`config.mk`:
```
export PLATFORM = sky130hd
export DESIGN_NAME = keycode_hop_ctrl_flat
export DESIGN_NICKNAME = d
export VERILOG_FILES = /design/src/rtl/frogger_pkg.sv /design/src/rtl/keycode_hop_ctrl_if.sv /design/src/rtl/keycode_hop_ctrl_hop_fifo.sv /design/src/rtl/keycode_hop_ctrl.sv /design/src/flat_wrapper.sv
export SDC_FILE = /design/constraint.sdc
export NUM_CORES = 1
export LEC_CHECK = 0
export CORE_MARGIN = 2
export CORE_UTILIZATION = 60
export CTS_CLUSTER_DIAMETER = 30
export DETAILED_ROUTE_END_ITERATION = 8
export HOLD_SLACK_MARGIN = 0.1
export PLACE_DENSITY = 0.81
export SYNTH_ARGS = -nofsm -noshare
export SYNTH_HDL_FRONTEND = slang
export SYNTH_SLANG_ARGS = --single-unit
```
`constraint.sdc`:
```
create_clock -name Clk -period 8.62 [get_ports Clk]
set_clock_uncertainty 0.2 [all_clocks]
set_input_delay 0.862 -clock Clk [delete_from_list [all_inputs] [get_ports Clk]]
set_output_delay 0.862 -clock Clk [all_outputs]
set_load 0.02 [all_outputs]
```
`src/rtl/frogger_pkg.sv`:
```
// rtl/frogger_pkg.sv - shared frogger types, key codes and keycode decode helpers
package frogger_pkg;

   typedef enum logic [1:0] {DIR_UP, DIR_DOWN, DIR_LEFT, DIR_RIGHT} dir_t;

   // Auto-repeat phase: waiting for the long first delay, or repeating at the short period
   typedef enum logic {PH_FIRST, PH_REPEAT} phase_t;

   localparam logic [7:0] KEY_W = 8'h1A;
   localparam logic [7:0] KEY_S = 8'h16;
   localparam logic [7:0] KEY_A = 8'h04;
   localparam logic [7:0] KEY_D = 8'h07;

   localparam int CNT_W = 8;

   // One USB keycode byte to a {right,left,down,up} mask
   function automatic logic [3:0] decode_key(input logic [7:0] k);
      logic [3:0] m;
      m = 4'b0000;
      case (k)
         KEY_W:   m = 4'b0001;
         KEY_S:   m = 4'b0010;
         KEY_A:   m = 4'b0100;
         KEY_D:   m = 4'b1000;
         default: m = 4'b0000;
      endcase
      return m;
   endfunction

   // Highest-priority direction in a mask, UP > DOWN > LEFT > RIGHT
   function automatic dir_t prio_dir(input logic [3:0] m);
      dir_t d;
      if (m[0])      d = DIR_UP;
      else if (m[1]) d = DIR_DOWN;
      else if (m[2]) d = DIR_LEFT;
      else           d = DIR_RIGHT;
      return d;
   endfunction

endpackage

```
`src/rtl/keycode_hop_ctrl_if.sv`:
```
// rtl/keycode_hop_ctrl_if.sv - hop command valid/ready handshake bundle
interface keycode_hop_ctrl_if;
   import frogger_pkg::*;

   logic hop_valid;
   logic hop_ready;
   dir_t hop_dir;

   modport master (output hop_valid, output hop_dir, input hop_ready);
   modport slave  (input hop_valid, input hop_dir, output hop_ready);

endinterface

```
`src/rtl/keycode_hop_ctrl_hop_fifo.sv`:
```
// rtl/keycode_hop_ctrl_hop_fifo.sv - small hop command FIFO with sticky overflow
module hop_fifo
   import frogger_pkg::*;
#(
   parameter int  DEPTH = 4,
   parameter type T     = dir_t
) (
   input  logic Clk,
   input  logic Reset,
   input  logic push,
   input  T     din,
   input  logic pop,
   output T     dout,
   output logic empty,
   output logic full,
   output logic overflow
);

   localparam int AW = $clog2(DEPTH);

   T               mem [DEPTH];
   logic [AW-1:0]  wr_ptr;
   logic [AW-1:0]  rd_ptr;
   logic [AW:0]    count;
   logic           do_push;

   assign empty   = (count == '0);
   assign full    = (count == (AW+1)'(DEPTH));
   // A full FIFO still accepts a push when the head leaves in the same cycle
   assign do_push = push & (~full | pop);
   assign dout    = mem[rd_ptr];

   // Storage, wrapping pointers, occupancy and the sticky drop flag
   always_ff @(posedge Clk or posedge Reset) begin
      if (Reset) begin
         for (int i = 0; i < DEPTH; i++) mem[i] <= T'(0);
         wr_ptr   <= '0;
         rd_ptr   <= '0;
         count    <= '0;
         overflow <= 1'b0;
      end else begin
         if (do_push) begin
            mem[wr_ptr] <= din;
            wr_ptr      <= wr_ptr + 1'b1;
         end
         if (pop) rd_ptr <= rd_ptr + 1'b1;
         case ({do_push, pop})
            2'b10:   count <= count + 1'b1;
            2'b01:   count <= count - 1'b1;
            default: count <= count;
         endcase
         if (push & full & ~pop) overflow <= 1'b1;
      end
   end

endmodule

```
`src/rtl/keycode_hop_ctrl.sv`:
```
// rtl/keycode_hop_ctrl.sv - USB keycode word to queued frog hop commands
module keycode_hop_ctrl
   import frogger_pkg::*;
#(
   parameter int DEPTH         = 4,
   parameter int REPEAT_DELAY  = 20,
   parameter int REPEAT_PERIOD = 8,
   parameter int GAP_FRAMES    = 1
) (
   input  logic                      Clk,
   input  logic                      Reset,
   input  logic [15:0]               keycode,
   input  logic                      frame_clk,
   keycode_hop_ctrl_if.master        hop,
   output logic [3:0]                held,
   output logic                      overflow
);

   logic [15:0]      kc_q;
   logic [3:0]       pressed;
   logic [3:0]       new_keys;
   logic [2:0]       fs;
   logic             tick;
   logic             press_fire;
   logic             rep_fire;
   logic             push;
   logic             pop;
   logic             empty;
   logic             full;
   dir_t             din;
   dir_t             head;
   phase_t           phase, phase_nxt;
   logic [CNT_W-1:0] rep_cnt, rep_cnt_nxt;
   logic [CNT_W-1:0] rep_limit;
   logic [CNT_W-1:0] gap_cnt;

   assign pressed    = decode_key(kc_q[7:0]) | decode_key(kc_q[15:8]);
   assign new_keys   = pressed & ~held;
   assign press_fire = |new_keys;
   // frame_clk is only a tick source: two sync flops, third flop for the rising edge
   assign tick       = fs[1] & ~fs[2];
   // A press and a repeat in the same cycle collapse into the press entry
   assign push       = press_fire | rep_fire;
   assign din        = press_fire ? prio_dir(new_keys) : prio_dir(held);

   assign hop.hop_valid = ~empty & (gap_cnt == '0);
   assign hop.hop_dir   = head;
   assign pop           = hop.hop_valid & hop.hop_ready;

   // Input capture, held-key history and vsync synchronizer
   always_ff @(posedge Clk or posedge Reset) begin
      if (Reset) begin
         kc_q <= '0;
         held <= '0;
         fs   <= '0;
      end else begin
         kc_q <= keycode;
         held <= pressed;
         fs   <= {fs[1:0], frame_clk};
      end
   end

   // Auto-repeat state register
   always_ff @(posedge Clk or posedge Reset) begin
      if (Reset) begin
         phase   <= PH_FIRST;
         rep_cnt <= '0;
      end else begin
         phase   <= phase_nxt;
         rep_cnt <= rep_cnt_nxt;
      end
   end

   // Auto-repeat next state: count frame ticks only while exactly one key is steadily held
   always_comb begin
      phase_nxt   = phase;
      rep_cnt_nxt = rep_cnt;
      rep_fire    = 1'b0;
      rep_limit   = (phase == PH_FIRST) ? CNT_W'(REPEAT_DELAY) : CNT_W'(REPEAT_PERIOD);
      if (pressed != held) begin
         rep_cnt_nxt = '0;
         phase_nxt   = PH_FIRST;
      end else if ($countones(held) != 1) begin
         rep_cnt_nxt = '0;
      end else if (tick) begin
         if (rep_cnt + 1'b1 == rep_limit) begin
            rep_fire    = 1'b1;
            rep_cnt_nxt = '0;
            phase_nxt   = PH_REPEAT;
         end else begin
            rep_cnt_nxt = rep_cnt + 1'b1;
         end
      end
   end

   // Post-handshake gap: reload on every accepted hop, count down on frame ticks
   always_ff @(posedge Clk or posedge Reset) begin
      if (Reset)                       gap_cnt <= '0;
      else if (pop)                    gap_cnt <= CNT_W'(GAP_FRAMES);
      else if (tick && gap_cnt != '0)  gap_cnt <= gap_cnt - 1'b1;
   end

   hop_fifo #(.DEPTH(DEPTH), .T(dir_t)) u_fifo (
      .Clk      (Clk),
      .Reset    (Reset),
      .push     (push),
      .din      (din),
      .pop      (pop),
      .dout     (head),
      .empty    (empty),
      .full     (full),
      .overflow (overflow)
   );

endmodule

```
`src/flat_wrapper.sv`:
```
// flat-port wrapper written by rule: the top's interface ports become plain ports
module keycode_hop_ctrl_flat import frogger_pkg::*;
#(
   parameter int DEPTH         = 4,
   parameter int REPEAT_DELAY  = 20,
   parameter int REPEAT_PERIOD = 8,
   parameter int GAP_FRAMES    = 1
)
  (Clk, Reset, keycode, frame_clk, held, overflow, hop_hop_valid, hop_hop_dir, hop_hop_ready);
  keycode_hop_ctrl_if hop_i ();
  input  logic Clk;
  input  logic Reset;
  input  logic [15:0] keycode;
  input  logic frame_clk;
  output logic [3:0] held;
  output logic overflow;
  output wire logic [$bits(hop_i.hop_valid)-1:0] hop_hop_valid;
  output wire logic [$bits(hop_i.hop_dir)-1:0] hop_hop_dir;
  input wire logic [$bits(hop_i.hop_ready)-1:0] hop_hop_ready;
  assign hop_hop_valid = hop_i.hop_valid;
  assign hop_hop_dir = hop_i.hop_dir;
  assign hop_i.hop_ready = hop_hop_ready;
  keycode_hop_ctrl #(.DEPTH(DEPTH), .REPEAT_DELAY(REPEAT_DELAY), .REPEAT_PERIOD(REPEAT_PERIOD), .GAP_FRAMES(GAP_FRAMES)) u_core (.Clk(Clk), .Reset(Reset), .keycode(keycode), .frame_clk(frame_clk), .hop(hop_i), .held(held), .overflow(overflow));
endmodule
```
==> results of run 1 <==
[metal layers]
layer  routed length [um]  up-vias  global-route usage
met3                  242        7             0.04558
met2                 2646       64              0.3764
li1                     -     1025                   -
met1                 2311     1016              0.2923
met5                    0        -                   0
met4                   49        0             0.05761
[registers in the layout, indices dropped and copies added, names as in the netlist]
register / flops
u_core.gap_cnt: 8
u_core.u_fifo.mem: 8
u_core.u_fifo.overflow: 1
u_core.u_fifo.count: 3
u_core.phase: 1
u_core.u_fifo.rd_ptr: 2
u_core.kc_q: 16
u_core.fs: 3
u_core.rep_cnt: 8
u_core.u_fifo.wr_ptr: 2
u_core.held: 4
[kinds of logic (layout without fill, tap and decap cells)]
group,after synthesis,in the layout,share of synthesized area
AOI/OAI and AO/OA,54,54,0.1462
xor gates and xnor gates,14,14,0.04263
adders and majority gates,17,17,0.07917
buffers and inverters,29,58,0.04306
DFF,56,56,0.4872
muxes,7,7,0.03393
and+or+nand+nor,90,90,0.1679
[Yosys cell counts, types with 3 or more instances]
library cell  instances  share of area
xnor2_1               6          0.018
or4_1                 3         0.0078
nor2_1               15          0.020
nand3b_1              3         0.0078
nand3_1              16          0.028
nor3_1                6          0.010
o41ai_1               9          0.027
o31ai_1              10          0.026
o21a_1                9          0.023
o21ai_0               4         0.0070
a21oi_1               8          0.014
inv_1                21          0.027
clkbuf_1              5         0.0065
xor2_1                8          0.024
nand4_1               4         0.0087
or3_1                 3         0.0065
ha_1                 15          0.065
dfrtp_1              56           0.49
nand2_1              21          0.027
mux2i_1               3          0.010
[cells in the final DEF (no fill, tap or decap), drive strengths merged, types with 5 or more instances in the layout]
master,count
nor2,15
xor2,8
nand3,16
clkdlybuf4s50,27
ha,15
dfrtp,56
o31ai,10
nor3,7
o21a,9
xnor2,6
nand2,22
a21oi,8
clkbuf,5
inv,24
o41ai,9
[cell type report]
| type | count | area [um^2] |
|---|---|---|
| Tap cell | 54 | 67.56 |
| Inverter | 22 | 82.58 |
| Clock buffer | 5 | 68.82 |
| Sequential cell | 56 | 1401 |
| Multi-Input combinational cell | 182 | 1351 |
| Timing Repair Buffer | 28 | 277.8 |
| Fill cell | 338 | 1361 |
| Clock inverter | 3 | 50.05 |
[path summary, 6_finish.rpt]
check | start | endpoint | slack, ns
setup / recovery | u_core.held[0] | u_core.u_fifo.count[2] | 4.72
hold reg to reg | u_core.fs[0] | u_core.fs[1] | 0.16
setup reg to reg | u_core.held[0] | u_core.u_fifo.count[2] | 4.72
max in group asynchronous | Reset | u_core.rep_cnt[4] | 6.94
hold / removal | u_core.fs[0] | u_core.fs[1] | 0.16
min in group asynchronous | Reset | u_core.gap_cnt[3] | 0.85
[stage by stage]
step,cells,hold slack (ns),setup slack [ns],area (um^2),power [mW]
floorplan,267,0.1312,5.008,2877,0.4643
global placement,342,0.1369,4.794,3181,0.4960
detailed placement,342,0.1405,4.724,3181,0.5053
CTS,350,0.1643,4.721,3299,0.6839
global route,350,0.1901,4.495,3299,0.7186
finish,350,0.1593,4.721,3299,0.6788
[power groups by stage]
stage / Sequential (mW) / Combinational [mW] / Clock (mW)
CTS: 0.348 / 0.153 / 0.183
global route: 0.355 / 0.170 / 0.194
floorplan: 0.345 / 0.119 / 0
global placement: 0.351 / 0.145 / 0
detailed placement: 0.354 / 0.152 / 0
finish: 0.349 / 0.152 / 0.178
==> results.sh, run 1 <==
export IMPL_outcome="finished, final reports clean"
export IMPL_dr_pass1_iters=4
export IMPL_grt_max_degree=57
export IMPL_tns_ns=0
export IMPL_final_util=0.7079
export IMPL_worst_pin_slew_ns=0.7190
export IMPL_fin_nets=332
export IMPL_cp_data_required_time_ns=8.62
export IMPL_clkTransAtPathRegs_ns=0.10
export IMPL_clkLatencyLatePin_ns=0.31
export IMPL_synth_seq_cells=56
export IMPL_drv_slew=0
export IMPL_yosysWarnings=0
export IMPL_p_int_mw=0.4684
export IMPL_routed_wl_um=5250
export IMPL_crit_path_start_kind="flop"
export IMPL_num_antenna_cells=0
export IMPL_core_area_um2=4661
export IMPL_slowest_delay_ns=0.47
export IMPL_min_path_type="reg -> reg"
export IMPL_cp_cell_sequence="inv_1 > ha_1 > ha_1 > inv_1 > fa_1 > nand3_1 > nor3_2 > a31oi_2 > or2_2 > ha_1 > inv_1 > fa_1 > xor2_1 > nor2_1 > xor2_1"
export IMPL_critPathArrivalTime_ns=3.90
export IMPL_grt_remaining_overflow=0
export IMPL_synth_nets=304
export IMPL_cpMaxStageDelayCell="fa_1"
export IMPL_clock_sinks=56
export IMPL_rsz0062_at_grt="no"
export IMPL_cts_hold_buf=0
export IMPL_pin_count=28
export IMPL_crit_type="reg -> reg"
export IMPL_critical_path_top_delay_family="adder cells"
export IMPL_power_switching_share=0.3099
export IMPL_maxCapViolations=0
export IMPL_area_growth_pct=14.70
export IMPL_reg2reg_depth=15
export IMPL_fmax_mhz=256.5
export IMPL_rows=25
export IMPL_p_per_area_nw_per_um2=205.7
export IMPL_die_h_um=73.24
export IMPL_path_buf_inv=3
export IMPL_ant_nets=0
export IMPL_crit_fanout=10
export IMPL_ys_types=50
export IMPL_hold_depth=0
export IMPL_grt_pass1_wl_um=9225
export IMPL_synth_edf_count=0
export IMPL_synthCells=267
export IMPL_syn_avg_cell_area_um2=10.77
export IMPL_cts_made_buffers=5
export IMPL_drive_above_1_share=0.08108
export IMPL_ir_drop_mv=0.1363
export IMPL_fin_crit_ns=3.899
export IMPL_max_slew_margin=0.5165
export IMPL_yosysSeqAreaShare=0.4872
export IMPL_wl_per_cell_um=15.00
export IMPL_cp_num_cells=15
export IMPL_place_hpwl_um=3841
export IMPL_track_usage=0.2223
export IMPL_tritoncts="built"
export IMPL_post_cts_resized=0
export IMPL_fp_dieW_um=73.24
export IMPL_num_vias=2112
export IMPL_via_per_inst=6.034
export IMPL_cp_end_kind="flop"
export IMPL_portBuffers=27
export IMPL_power_clock_fraction=0.262
export IMPL_combPwrFrac=0.223
export IMPL_grt_pass1_vias=2090
export IMPL_hold_viol=0
export IMPL_drc=0
export IMPL_htreeDepth=2
export IMPL_cts_root_buffer="clkbuf_8"
export IMPL_setup_viol_count_final=0
export IMPL_max_clock_path_buffers=2
export IMPL_final_period_utilization=0.4523
export IMPL_p_seq_frac=0.515
export IMPL_ys_flop_type="dfrtp_1"
export IMPL_drt_initial_drc_count=143
export IMPL_synth_async_reset_ratio=1.000
export IMPL_antenna_found_initial=0
export IMPL_p_sw_mw=0.2104
export IMPL_start_util=0.6172
export IMPL_gp_congestion=0.8440
export IMPL_p_leak_nw=1.347
export IMPL_netlist_area_um2=2877
export IMPL_die_area_um2=5364
export IMPL_cts_setup_buffers=0
Note: power is estimated with default switching activity, not from simulation.
==> run 2, diff against run 1 <==
- CORE_UTILIZATION: 60 -> 51
- PLACE_DENSITY: 0.81 -> 0.73
- clock period: 8.62 -> 3.41 ns (I/O delays scaled with it)
==> run 2 against run 1 <==
Global-route usage is 4.3 points lower. Critical path depth is 1 lower. Utilization is 8.3 points lower. Cell area is 3.7% higher. Non-clock buffer count is 9 higher.
==> results.sh, run 2 (synthesis gave the netlist of run 1 again) <==
export IMPL_die_h_um=79.10
export IMPL_clkTransAtPathRegs_ns=0.10
export IMPL_p_per_area_nw_per_um2=476.7
export IMPL_gp_congestion=0.7801
export IMPL_start_util=0.5256
export IMPL_crit_fanout=3
export IMPL_dpl_cell_area_um2=3267
export IMPL_slowest_delay_ns=0.43
export IMPL_top_layer_used="met4"
export IMPL_ir_drop_mv=0.2964
export IMPL_wl_per_cell_um=14.09
export IMPL_num_vias=2076
export IMPL_max_slew_margin=0.4611
export IMPL_met1_length_um=2378
export IMPL_critPathArrivalTime_ns=3.28
export IMPL_cts_root_buffer="clkbuf_8"
export IMPL_rows=27
export IMPL_largest_reg_flops=16
export IMPL_cp_common_cell="xor2_1"
export IMPL_finalInstanceArea_um2=3422
export IMPL_final_util=0.6253
export IMPL_fp_dieW_um=79.10
export IMPL_grt_pass1_wl_um=8763
export IMPL_cts_made_buffers=5
export IMPL_via_per_inst=5.521
export IMPL_cp_end_kind="flop"
export IMPL_crit_type="reg -> reg"
export IMPL_tns_ns=0
export IMPL_dr_pass1_iters=4
export IMPL_clock_sinks=56
export IMPL_hold_viol=0
export IMPL_htreeDepth=2
export IMPL_grt_remaining_overflow=0
export IMPL_routed_wl_um=5299
export IMPL_track_usage=0.1791
export IMPL_final_common_cell="dfrtp_1"
export IMPL_finalWorstSetupSlack_ns=0.1590
export IMPL_rsz0062_at_grt="yes"
export IMPL_wl_met3_um=239
export IMPL_ant_nets=0
export IMPL_wl_met2_um=2646
export IMPL_final_cell_mix="dfrtp_1, clkdlybuf4s50_1, nand2_1"
export IMPL_cp_cell_sequence="nor3_2 > nand3b_1 > o41ai_2 > ha_1 > nand4_1 > nor3_4 > a31oi_4 > or2_4 > ha_4 > inv_2 > fa_2 > xor2_1 > nor2_1 > xor2_1"
export IMPL_fin_crit_ns=3.251
export IMPL_grt_pass1_vias=1976
export IMPL_crit_path_start_kind="flop"
export IMPL_pin_count=28
export IMPL_outcome="finished, final reports clean"
export IMPL_area_growth_pct=18.96
export IMPL_grt_max_degree=40
export IMPL_maxCapViolations=0
export IMPL_fin_nets=341
export IMPL_worst_pin_slew_ns=0.8071
export IMPL_die_area_um2=6257
export IMPL_final_period_utilization=0.9534
export IMPL_max_clock_path_buffers=2
export IMPL_fmax_mhz=307.6
export IMPL_instances_no_fill=376
export IMPL_drv_slew=0
export IMPL_path_buf_inv=1
export IMPL_finalPower_mw=1.631
export IMPL_drt_initial_drc_count=72
export IMPL_holdWs_ns=0.1566
export IMPL_drc=0
export IMPL_critical_path_top_delay_family="simple AND/OR/NAND/NOR gates"
export IMPL_num_antenna_cells=0
export IMPL_portBuffers=27
export IMPL_antenna_found_initial=0
export IMPL_setup_viol_count_final=0
export IMPL_min_path_type="reg -> reg"
export IMPL_place_ws_ns=0.04095
export IMPL_p_leak_nw=1.379
export IMPL_tritoncts="built"
export IMPL_core_area_um2=5473
export IMPL_cpMaxStageDelayCell="o41ai_2"
export IMPL_drive_above_1_share=0.1414
export IMPL_clkLatencyLatePin_ns=0.30
export IMPL_dpl_cell_count=365
export IMPL_cp_data_required_time_ns=3.44
export IMPL_regMostFlops="u_core.kc_q"
export IMPL_place_hpwl_um=3807
export IMPL_cts_hold_buf=0
[run 2: cell types whose count changed in the layout (fill, tap and decap cells not counted), moves of 2 or more]
cell / previous run / this run
dfrtp_2: 0 / 3
nor3_1: 6 / 4
buf_4: 1 / 10
dfrtp_1: 56 / 53
[run 2: power breakdown]
group          internal (mW)  switching [mW]
combinational          0.202           0.202
sequential             0.770           0.108
clock                  0.143           0.205
[run 2: final timing paths]
kind,startpoint,endpoint,slack [ns],cells past startpoint
max,u_core.kc_q[6],u_core.u_fifo.count[2],0.16,14
min,u_core.fs[0],u_core.fs[1],0.16,0
max reg2reg,u_core.kc_q[6],u_core.u_fifo.count[2],0.16,14
min reg2reg,u_core.fs[0],u_core.fs[1],0.16,0
max in group asynchronous,Reset,u_core.rep_cnt[6],2.04,3
min in group asynchronous,Reset,u_core.gap_cnt[5],0.31,2
[run 2: timing repair]
action	CTS	global route
setup endpoints to repair	0	2
gates resized for setup	0	8
setup buffers	0	4
[run 2: final cells by class]
type,count,area [um^2]
Tap cell,72,90.09
Timing Repair Buffer,37,345.3
Multi-Input combinational cell,182,1414
Sequential cell,56,1405
Clock inverter,2,16.27
Fill cell,463,2051
Clock buffer,5,68.82
Inverter,22,82.58
[run 2: layer usage]
metal,GRT usage,up-vias
li1,-,1035
met1,0.2279,989
met2,0.3034,48
met3,0.04205,4
met4,0.05690,0
met5,0,-
==> run 3, diff against run 2 <==
- SETUP_SLACK_MARGIN: unset -> 0.02
==> run 3 against run 2 <==
Register-to-register slack barely moved. Critical path depth did not move. Sequential power rose by 0.5%. Largest power group unchanged.
==> results.sh, run 3 (synthesis gave the netlist of run 1 again) <==
export IMPL_outcome="finished, final reports clean"
export IMPL_rsz0062_at_grt="yes"
export IMPL_rows=27
export IMPL_grt_remaining_overflow=0
export IMPL_grt_pass1_vias=2024
export IMPL_num_antenna_cells=0
export IMPL_drt_initial_drc_count=140
export IMPL_rrSetupSlack_ns=0.16
export IMPL_p_per_area_nw_per_um2=510.7
export IMPL_htreeDepth=2
export IMPL_antenna_found_initial=0
export IMPL_setup_viol_count_final=0
export IMPL_clkTransAtPathRegs_ns=0.09
export IMPL_portBuffers=27
export IMPL_crit_path_start_kind="flop"
export IMPL_min_path_type="reg -> reg"
export IMPL_cp_end_kind="flop"
export IMPL_startpoint="u_core.kc_q[6]"
export IMPL_fp_dieW_um=79.10
export IMPL_final_cell_mix="dfrtp_1, clkdlybuf4s50_1, nand2_1"
export IMPL_reg2reg_from="u_core.kc_q[6]"
export IMPL_tns_ns=0
export IMPL_core_area_um2=5473
export IMPL_hold_depth=0
export IMPL_critPathArrivalTime_ns=3.24
export IMPL_gp_congestion=0.8137
export IMPL_die_h_um=79.10
export IMPL_tritoncts="built"
export IMPL_maxCapViolations=0
export IMPL_reg2reg_depth=14
export IMPL_cts_made_buffers=5
export IMPL_grt_pass1_wl_um=9149
export IMPL_fin_nets=338
export IMPL_drv_slew=0
export IMPL_start_util=0.5256
export IMPL_track_usage=0.1864
export IMPL_crit_end="u_core.u_fifo.count[2]"
export IMPL_wl_per_cell_um=14.55
export IMPL_p_leak_nw=1.403
export IMPL_grt_max_degree=33
export IMPL_fin_crit_ns=3.251
export IMPL_clock_sinks=56
export IMPL_via_per_inst=5.670
export IMPL_max_slew_margin=0.4957
export IMPL_cp_data_required_time_ns=3.39
export IMPL_routed_wl_um=5426
export IMPL_num_vias=2115
export IMPL_ir_drop_mv=0.3072
export IMPL_regMostFlops="u_core.kc_q"
export IMPL_cts_root_buffer="clkbuf_8"
export IMPL_crit_type="reg -> reg"
export IMPL_dpl_cell_area_um2=3273
export IMPL_final_period_utilization=0.9534
export IMPL_max_clock_path_buffers=2
export IMPL_cts_hold_buf=0
export IMPL_largest_reg_flops=16
export IMPL_hold_viol=0
export IMPL_crit_fanout=3
export IMPL_worst_pin_slew_ns=0.7500
export IMPL_holdWs_ns=0.1556
export IMPL_final_common_cell="dfrtp_1"
export IMPL_dr_pass1_iters=4
export IMPL_drive_above_1_share=0.1462
export IMPL_place_hpwl_um=4090
export IMPL_area_growth_pct=20.31
export IMPL_fmax_mhz=307.6
export IMPL_finalInstanceArea_um2=3461
export IMPL_die_area_um2=6257
export IMPL_clkLatencyLatePin_ns=0.30
export IMPL_pin_count=28
export IMPL_drc=0
export IMPL_ant_nets=0
export IMPL_fillers=454
export IMPL_timing_rr_end="u_core.u_fifo.count[2]"
run 3: cell types whose count changed in the layout (fill, tap and decap cells not counted), moves of 2 or more:
cell	before	now
inv_1	19	17
bufinv_16	0	2
buf_4	10	7
inv_2	3	5
run 3: report_power, final:
group          switching (mW)  internal (mW)  total, mW
clock                   0.197          0.289      0.486
combinational           0.200          0.200      0.400
sequential              0.111          0.770      0.882
total                   0.508           1.26       1.77
run 3: how the worst min path moves through the flow:
stage | end | from
finish | u_core.fs[1] | u_core.fs[0]
global route | u_core.fs[1] | u_core.fs[0]
CTS | u_core.fs[1] | u_core.fs[0]
detailed placement | u_core.fs[1] | u_core.fs[0]
global placement | u_core.fs[1] | u_core.fs[0]
floorplan | u_core.fs[1] | u_core.fs[0]
run 3: metrics by stage:
| stage | std cells | util | total power, mW | setup WS [ns] |
|---|---|---|---|---|
| floorplan | 267 | - | 1.178 | 0.03601 |
| global route | 373 | 0.6324 | 1.872 | -0.02881 |
| finish | 373 | 0.6324 | 1.767 | 0.1588 |
| global placement | 365 | 0.5981 | 1.273 | 0.2245 |
| detailed placement | 365 | 0.5981 | 1.289 | 0.07138 |
| CTS | 372 | 0.6216 | 1.774 | 0.04705 |
run 3: repair_timing:
| action | in CTS | in global routing |
|---|---|---|
| resized for setup | 0 | 7 |
| endpoints found under the setup margin | 0 | 2 |
| buffers inserted | 0 | 1 |
run 3: per-layer routing:
layer,GRT usage,vias up,wire length [um]
li1,-,1032,-
met1,0.2312,1022,2275
met2,0.3305,52,2809
met3,0.04091,9,265
met4,0.04655,0,76
met5,0,-,0
run 3: layout make-up:
class / instances / area, um^2 / share of cell area
multi-input cells: 182 / 1430 / 0.4132
flip-flops and latches: 56 / 1406 / 0.4064
repair buffers: 34 / 322.8 / 0.09328
well taps: 72 / 90.09 / 0.02603
inverters: 22 / 82.58 / 0.02386
clock buffers: 5 / 68.82 / 0.01988
clock inverters: 2 / 60.06 / 0.01735
run 3: critical path, stage by stage (launching register included):
cell,delay (ns)
dfrtp_1,0.38
nor3_2,0.20
nand3b_1,0.21
o41ai_4,0.36
ha_1,0.18
nand4_1,0.20
nor3_4,0.29
a31oi_4,0.11
or2_4,0.27
ha_4,0.17
inv_2,0.05
fa_2,0.18
xor2_1,0.14
nor2_1,0.07
xor2_1,0.13
